File: config.mk
export PLATFORM = sky130hd
export DESIGN_NAME = kbd_cmd_sequencer
export DESIGN_NICKNAME = d
export VERILOG_FILES = /design/src/rtl/kbd_pkg.sv /design/src/rtl/kbd_resp_timer.sv /design/src/rtl/kbd_cmd_sequencer.sv
export SDC_FILE = /design/constraint.sdc
export NUM_CORES = 1
export LEC_CHECK = 0
export CORE_UTILIZATION = 58
export DETAILED_ROUTE_END_ITERATION = 6
export PLACE_DENSITY = 0.94
export SETUP_SLACK_MARGIN = 0.5
export SLEW_MARGIN = 15
export SYNTH_ARGS = -nofsm -noshare
export SYNTH_HDL_FRONTEND = slang
export SYNTH_SLANG_ARGS = --single-unit
export TNS_END_PERCENT = 100
File: constraint.sdc
create_clock -name clk -period 4.43 [get_ports clk]
set_input_delay 0.886 -clock clk [delete_from_list [all_inputs] [get_ports clk]]
set_output_delay 0.886 -clock clk [all_outputs]
set_load 0.01 [all_outputs]
File: src/rtl/kbd_pkg.sv
// Shared byte constants and sequencer state encoding for the PS/2 keyboard command path.
package kbd_pkg;

  localparam logic [7:0] CMD_RESET    = 8'hFF;
  localparam logic [7:0] CMD_SET_LED  = 8'hED;
  localparam logic [7:0] RSP_ACK      = 8'hFA;
  localparam logic [7:0] RSP_RESEND   = 8'hFE;
  localparam logic [7:0] RSP_BAT_OK   = 8'hAA;
  localparam logic [7:0] RSP_BAT_FAIL = 8'hFC;

  typedef enum logic [2:0] {
    ST_IDLE,
    ST_SEND,
    ST_WAIT_ACK,
    ST_WAIT_BAT,
    ST_DONE
  } seq_state_t;

  // Counter width able to hold values 0..n-1, never narrower than one bit.
  function automatic int unsigned cnt_width(input int unsigned n);
    return (n > 1) ? $clog2(n) : 1;
  endfunction

endpackage

File: src/rtl/kbd_resp_timer.sv
// Keyboard response timeout: down-counter loaded on clear, expiry at terminal count zero.
module kbd_resp_timer
  import kbd_pkg::*;
#(
  parameter int unsigned TIMEOUT_CYCLES = 1_000_000
) (
  input  logic clk,
  input  logic rst,
  input  logic clear,
  input  logic run,
  output logic expired
);

  localparam int unsigned CNT_W = cnt_width(TIMEOUT_CYCLES);
  localparam logic [CNT_W-1:0] LOAD_VAL = CNT_W'(TIMEOUT_CYCLES - 1);

  logic [CNT_W-1:0] cnt;

  always_ff @(posedge clk or posedge rst) begin
    if (rst) begin
      cnt <= '0;
    end else if (clear) begin
      cnt <= LOAD_VAL;
    end else if (run && (cnt != '0)) begin
      cnt <= cnt - 1'b1;
    end
  end

  assign expired = run && (cnt == '0);

endmodule

File: src/rtl/kbd_cmd_sequencer.sv
// Host command sequencer for the PS/2 keyboard: arbitrates reset/LED commands and filters responses.
// Build option: KBD_CMD_RETRY_EN enables retransmission on RESEND (otherwise first RESEND aborts).
//
// state       | meaning
// ------------+------------------------------------------------------------
// ST_IDLE     | no command in flight; arbitrates pending requests
// ST_SEND     | waiting for tx_ready to launch the byte chosen by cmd_stage
// ST_WAIT_ACK | byte sent; waiting for ACK / RESEND, timeout running
// ST_WAIT_BAT | reset acknowledged; waiting for BAT result, timeout running
// ST_DONE     | one-cycle completion state
module kbd_cmd_sequencer
  import kbd_pkg::*;
#(
  parameter int unsigned TIMEOUT_CYCLES = 1_000_000,
  parameter int unsigned MAX_RETRY      = 3
) (
  input  logic       clk,
  input  logic       rst,
  input  logic       rx_valid,
  input  logic [7:0] rx_byte,
  input  logic       tx_ready,
  output logic       tx_start,
  output logic [7:0] tx_byte,
  input  logic       reset_req,
  input  logic       led_req,
  input  logic [2:0] led_bits,
  output logic       reset_done,
  output logic       led_done,
  output logic       cmd_error,
  output logic       scan_valid,
  output logic [7:0] scan_byte,
  output logic       busy
);

  seq_state_t state, state_nxt;

  logic       cmd_led, cmd_led_nxt;
  logic       cmd_stage, cmd_stage_nxt;
  logic [2:0] cur_led_bits;
  logic       pend_rst, pend_led;
  logic [2:0] pend_led_bits;

  logic       grant_rst, grant_led;
  logic       consume;
  logic       ev_rst_done, ev_led_done, ev_error;
  logic       retry_ok;
  logic       tmo_clear, tmo_run, tmo_expired;
  logic       tx_start_nxt, scan_valid_nxt;
  logic [7:0] cur_byte;

  assign cur_byte = !cmd_led  ? CMD_RESET :
                    cmd_stage ? {5'b0, cur_led_bits} : CMD_SET_LED;

  always_ff @(posedge clk or posedge rst) begin
    if (rst) begin
      state        <= ST_IDLE;
      cmd_led      <= 1'b0;
      cmd_stage    <= 1'b0;
      cur_led_bits <= '0;
    end else begin
      state     <= state_nxt;
      cmd_led   <= cmd_led_nxt;
      cmd_stage <= cmd_stage_nxt;
      if (grant_led) cur_led_bits <= pend_led_bits;
    end
  end

  always_comb begin
    state_nxt     = state;
    cmd_led_nxt   = cmd_led;
    cmd_stage_nxt = cmd_stage;
    grant_rst     = 1'b0;
    grant_led     = 1'b0;
    consume       = 1'b0;
    ev_rst_done   = 1'b0;
    ev_led_done   = 1'b0;
    ev_error      = 1'b0;
    unique case (state)
      ST_IDLE: begin
        if (pend_rst) begin
          grant_rst     = 1'b1;
          cmd_led_nxt   = 1'b0;
          cmd_stage_nxt = 1'b0;
          state_nxt     = ST_SEND;
        end else if (pend_led) begin
          grant_led     = 1'b1;
          cmd_led_nxt   = 1'b1;
          cmd_stage_nxt = 1'b0;
          state_nxt     = ST_SEND;
        end
      end
      ST_SEND: begin
        if (tx_ready) state_nxt = ST_WAIT_ACK;
      end
      ST_WAIT_ACK: begin
        // A byte arriving together with expiry wins over the timeout.
        if (rx_valid) begin
          if (rx_byte == RSP_ACK) begin
            consume = 1'b1;
            if (!cmd_led) begin
              state_nxt = ST_WAIT_BAT;
            end else if (!cmd_stage) begin
              cmd_stage_nxt = 1'b1;
              state_nxt     = ST_SEND;
            end else begin
              ev_led_done = 1'b1;
              state_nxt   = ST_DONE;
            end
          end else if (rx_byte == RSP_RESEND) begin
            consume = 1'b1;
            if (retry_ok) begin
              state_nxt = ST_SEND;
            end else begin
              ev_error  = 1'b1;
              state_nxt = ST_IDLE;
            end
          end
        end else if (tmo_expired) begin
          ev_error  = 1'b1;
          state_nxt = ST_IDLE;
        end
      end
      ST_WAIT_BAT: begin
        if (rx_valid) begin
          if (rx_byte == RSP_BAT_OK) begin
            consume     = 1'b1;
            ev_rst_done = 1'b1;
            state_nxt   = ST_DONE;
          end else if (rx_byte == RSP_BAT_FAIL) begin
            consume   = 1'b1;
            ev_error  = 1'b1;
            state_nxt = ST_IDLE;
          end
        end else if (tmo_expired) begin
          ev_error  = 1'b1;
          state_nxt = ST_IDLE;
        end
      end
      ST_DONE: state_nxt = ST_IDLE;
      default: state_nxt = ST_IDLE;
    endcase
  end

  always_comb begin
    tx_start_nxt   = (state == ST_SEND) && tx_ready;
    scan_valid_nxt = rx_valid && !consume;
  end

  always_ff @(posedge clk or posedge rst) begin
    if (rst) begin
      tx_start   <= 1'b0;
      tx_byte    <= '0;
      scan_valid <= 1'b0;
      scan_byte  <= '0;
      reset_done <= 1'b0;
      led_done   <= 1'b0;
      cmd_error  <= 1'b0;
    end else begin
      tx_start   <= tx_start_nxt;
      scan_valid <= scan_valid_nxt;
      reset_done <= ev_rst_done;
      led_done   <= ev_led_done;
      cmd_error  <= ev_error;
      if (tx_start_nxt)   tx_byte   <= cur_byte;
      if (scan_valid_nxt) scan_byte <= rx_byte;
    end
  end

  // A request arriving in the grant cycle re-arms its flag; a reset grant drops any LED request.
  always_ff @(posedge clk or posedge rst) begin
    if (rst) begin
      pend_rst      <= 1'b0;
      pend_led      <= 1'b0;
      pend_led_bits <= '0;
    end else begin
      pend_rst <= reset_req | (pend_rst & ~grant_rst);
      pend_led <= led_req | (pend_led & ~grant_led & ~grant_rst);
      if (led_req)        pend_led_bits <= led_bits;
      else if (grant_rst) pend_led_bits <= '0;
    end
  end

`ifdef KBD_CMD_RETRY_EN
  localparam int unsigned RETRY_W = cnt_width(MAX_RETRY + 1);

  logic [RETRY_W-1:0] retry_cnt;

  always_ff @(posedge clk or posedge rst) begin
    if (rst) begin
      retry_cnt <= '0;
    end else if ((state == ST_IDLE) ||
                 ((state == ST_WAIT_ACK) && rx_valid && (rx_byte == RSP_ACK))) begin
      retry_cnt <= '0;
    end else if ((state == ST_WAIT_ACK) && rx_valid && (rx_byte == RSP_RESEND) && retry_ok) begin
      retry_cnt <= retry_cnt + 1'b1;
    end
  end

  assign retry_ok = (retry_cnt != RETRY_W'(MAX_RETRY));
`else
  assign retry_ok = 1'b0;
`endif

  assign tmo_run   = (state == ST_WAIT_ACK) || (state == ST_WAIT_BAT);
  assign tmo_clear = (state_nxt != state);

  kbd_resp_timer #(
    .TIMEOUT_CYCLES(TIMEOUT_CYCLES)
  ) u_resp_timer (
    .clk    (clk),
    .rst    (rst),
    .clear  (tmo_clear),
    .run    (tmo_run),
    .expired(tmo_expired)
  );

  assign busy = (state != ST_IDLE);

endmodule

==> summary.txt <==
Critical path
  – Worst-path fanout max: 9
  – Startpoint Class: input pin
  – Worst setup EP type: flip-flop
  – Critical path class: input pin to flip-flop
  – Reg2Reg Setup Slack: 1.84 ns
  – WP data required: ~4.6 ns
  – Worst EP arrival: between 3 and 4 ns

Finish
  – Fraction of layout cells with a size suffix above 1: 0.1073
  – Fillers: 293
  – Nets@finish: 307
  – Area Overhead vs Synth: 18.44%
  – Final cell count without fillers: 341
  – N_diodes: 0
  – Commonest non-fill, non-tap cell in the layout: dfrtp_1
  – Commonest cells after routing, fill and taps aside: dfrtp_1 (51), clkdlybuf4s50_1 (38), nand2_1 (21)

Route
  – Number of antenna-violating nets in the routed design: 0
  – # DRC: 0
  – Routed WL per cell: between 15 and 20 µm
  – Via count: ~2,200
  – Vias per inst: 6.431
  – Initial DRC count: 163
  – Detailed Routing Iterations Pass 1: 4
  – Total length of routed wires: 5736 µm

Yosys
  – Synth async-reset ratio: 1.000
  – Mapped Nets: about 270
  – Yosys warnings: 0
  – Seq/Total Area, Yosys: 0.4873
  – Post-Synthesis Cells: 254
  – Syn avg cell area: between 10 and 15 µm²
  – Number of flops mapped to enable cells by yosys: 0
  – Library cells used by synthesis: 51
  – Dominant synthesized flop cell: dfrtp_1
  – #FFs+latches synth: 51
  – Post-Syn Area: 2619 µm²

GRT
  – First-pass GRT wire length: 9508 µm
  – Largest net degree at the start of global routing: 52
  – Vias in the first global route: 2,162
  – Grt total ovfl: 0
  – Initial antenna violation count: 0
  – Global Route Usage Sum: 0.2471

Die
  – Starting Density: 0.6014
  – Die footprint: 4788 µm²
  – DIE HEIGHT: 69.20 µm
  – Die W: between 60 and 70 µm
  – Core area: 4354 µm²
  – Io pins: 39
  – Num rows: 24

Worst hold path
  – Hold Crit Class: flip-flop to flip-flop

Clocking
  – Num CTS Buffers: 5
  – CTS tree: built
  – Clk sinks: 51
  – CTS HTree Levels: 2
  – Reg clk slew, reported paths: 0.10 ns
  – Max Root-Sink Buffers: 2
  – Root Buffer Master: clkbuf_8
  – Clock latency on the worst-skew pair: about 0.31 ns
  – Post-cts sizing count: 0
  – CTS Hold Bufs: 0
  – Postcts setup bufs: 0

Power and ir drop
  – Sw Ratio: 0.3668
  – Combinational power share: 0.341
  – Clock power frac: 0.204
  – Share of power burned in registers: 0.455
  – Psw: slightly above 0.5 mW
  – Cell internal pwr: 0.8863 mW
  – PwrDens: 451.2 nW/µm²
  – Leakage: 1.260 nW
  – Peak VDD IR: 0.2919 mV

Place
  – Cell count after placement: approximately 330
  – Port Buf Inserts: 38
  – Final Wtd Congestion: 0.8504
  – DP HPWL: 3955 µm

Timing
  – Period utilization: 0.7003
  – Fmax: 322.3 MHz
  – Final hold slack: 0.4718 ns
  – Clock skew: 0.003524 ns
  – Unrepaired setup endpoints after global routing: false
  – Actual slew at the worst max-slew pin: 0.8578 ns
  – Fin. Hold Viols: 0
  – Minimum clock period: 3.102 ns
  – Setup TNS: 0 ns
  – Setup Viol. Count Final: 0
  – Max-slew violation count: 0
  – Normalized max-slew margin: 0.4281

Outcome
  – Outcome: finished clean

Flow run
  – Max_cap viols: 0
power by group through the flow:
stage | logic [mW] | registers, mW | clock network (mW)
floorplan | 0.310 | 0.623 | 0
global placement | 0.455 | 0.640 | 0
detailed placement | 0.470 | 0.646 | 0
global route | 0.521 | 0.652 | 0.304
finish | 0.477 | 0.636 | 0.286
CTS | 0.477 | 0.636 | 0.289
metrics by stage:
step           utilization  power (mW)  setup WS (ns)  cell area (µm²)
6_report            0.7124       1.400          1.328             3102
5_1_grt             0.7124       1.476          1.192             3102
4_1_cts             0.7121       1.401          1.338             3100
3_5_place_dp        0.6902       1.116         0.9990             3005
3_3_place_gp        0.6902       1.095          1.087             3005
2_1_floorplan            -      0.9328          1.727             2619
cell usage after synthesis, drive strengths merged, types with 2 or more instances:
| cell | number | share of area |
|---|---|---|
| o31ai | 7 | 0.020 |
| nand2 | 21 | 0.030 |
| inv | 10 | 0.014 |
| nand3 | 7 | 0.013 |
| nor4 | 4 | 0.0096 |
| mux2 | 11 | 0.047 |
| clkbuf | 4 | 0.0057 |
| nand4 | 10 | 0.024 |
| nor3 | 11 | 0.025 |
| a21oi | 9 | 0.017 |
| a31oi | 4 | 0.0096 |
| a211oi | 5 | 0.014 |
| or4b | 2 | 0.0076 |
| buf | 9 | 0.023 |
| nand4b | 3 | 0.010 |
| o21a | 2 | 0.0057 |
| xor2 | 9 | 0.030 |
| a2111oi | 2 | 0.0067 |
| a21o | 2 | 0.0057 |
| o21ai | 14 | 0.028 |
| or4 | 8 | 0.026 |
| ha | 2 | 0.0096 |
| nand2b | 3 | 0.0072 |
| nor4bb | 2 | 0.0076 |
| o211ai | 3 | 0.019 |
| dfrtp | 51 | 0.49 |
| nor2 | 15 | 0.021 |
| o2111ai | 4 | 0.013 |
| or3 | 7 | 0.017 |
final timing paths:
| check | start | endpoint | cells after the start |
|---|---|---|---|
| worst max-delay path | rx_byte[1] | scan_byte[3] | 6 |
| worst min-delay path | tx_byte[2] | tx_byte[2] | 2 |
| worst max register to register | u_resp_timer.cnt[11] | u_resp_timer.cnt[8] | 5 |
| min in group asynchronous | rst | u_resp_timer.cnt[19] | 2 |
| max in group asynchronous | rst | u_resp_timer.cnt[16] | 2 |
| worst min register to register | tx_byte[2] | tx_byte[2] | 2 |
layer usage:
metal  part of all wire  vias to the layer above  global-route usage
li1                   -                     1021                   -
met1               0.40                     1075              0.2738
met2               0.52                       77              0.4477
met3              0.046                       20             0.05523
met4              0.027                        0              0.1134
met5                  0                        -                   0
worst max-delay path, stage by stage:
cell             delay, ns
clkdlybuf4s50_1       0.56
or4b_2                0.63
a21oi_1               0.28
a21boi_0              0.15
o21ai_2               0.40
mux2_2                0.39
state kept, by name, summed over array words and instances, names as in the netlist:
register          cells
tx_byte               5
pend_led              1
pend_rst              1
tx_start              1
cur_led_bits          3
state                 3
cmd_stage             1
led_done              1
u_resp_timer.cnt     20
scan_valid            1
scan_byte             8
cmd_error             1
cmd_led               1
reset_done            1
pend_led_bits         3
cell families (layout without fill, tap and decap cells):
kind of cell    count (synthesis)  after routing  share of synthesized area
fa+ha+maj                       2              2                   0.009554
xor+xnor                       10             10                    0.03345
flops                          51             51                     0.4873
buf+inv                        23             58                    0.04300
compound gates                 58             58                     0.1610
simple gates                   99             99                     0.2184
mux                            11             11                    0.04730
layout make-up:
cell class,instances,area [µm²],share of cell area
tap,52,65.06,0.02098
inverter,10,38.79,0.01251
multi-input combinational,180,1231,0.3969
clock buffer,5,68.82,0.02219
sequential,51,1276,0.4115
timing repair buffer,40,395.4,0.1275
clock inverter,3,26.28,0.008471
Note: power is estimated with default switching activity, not from simulation.
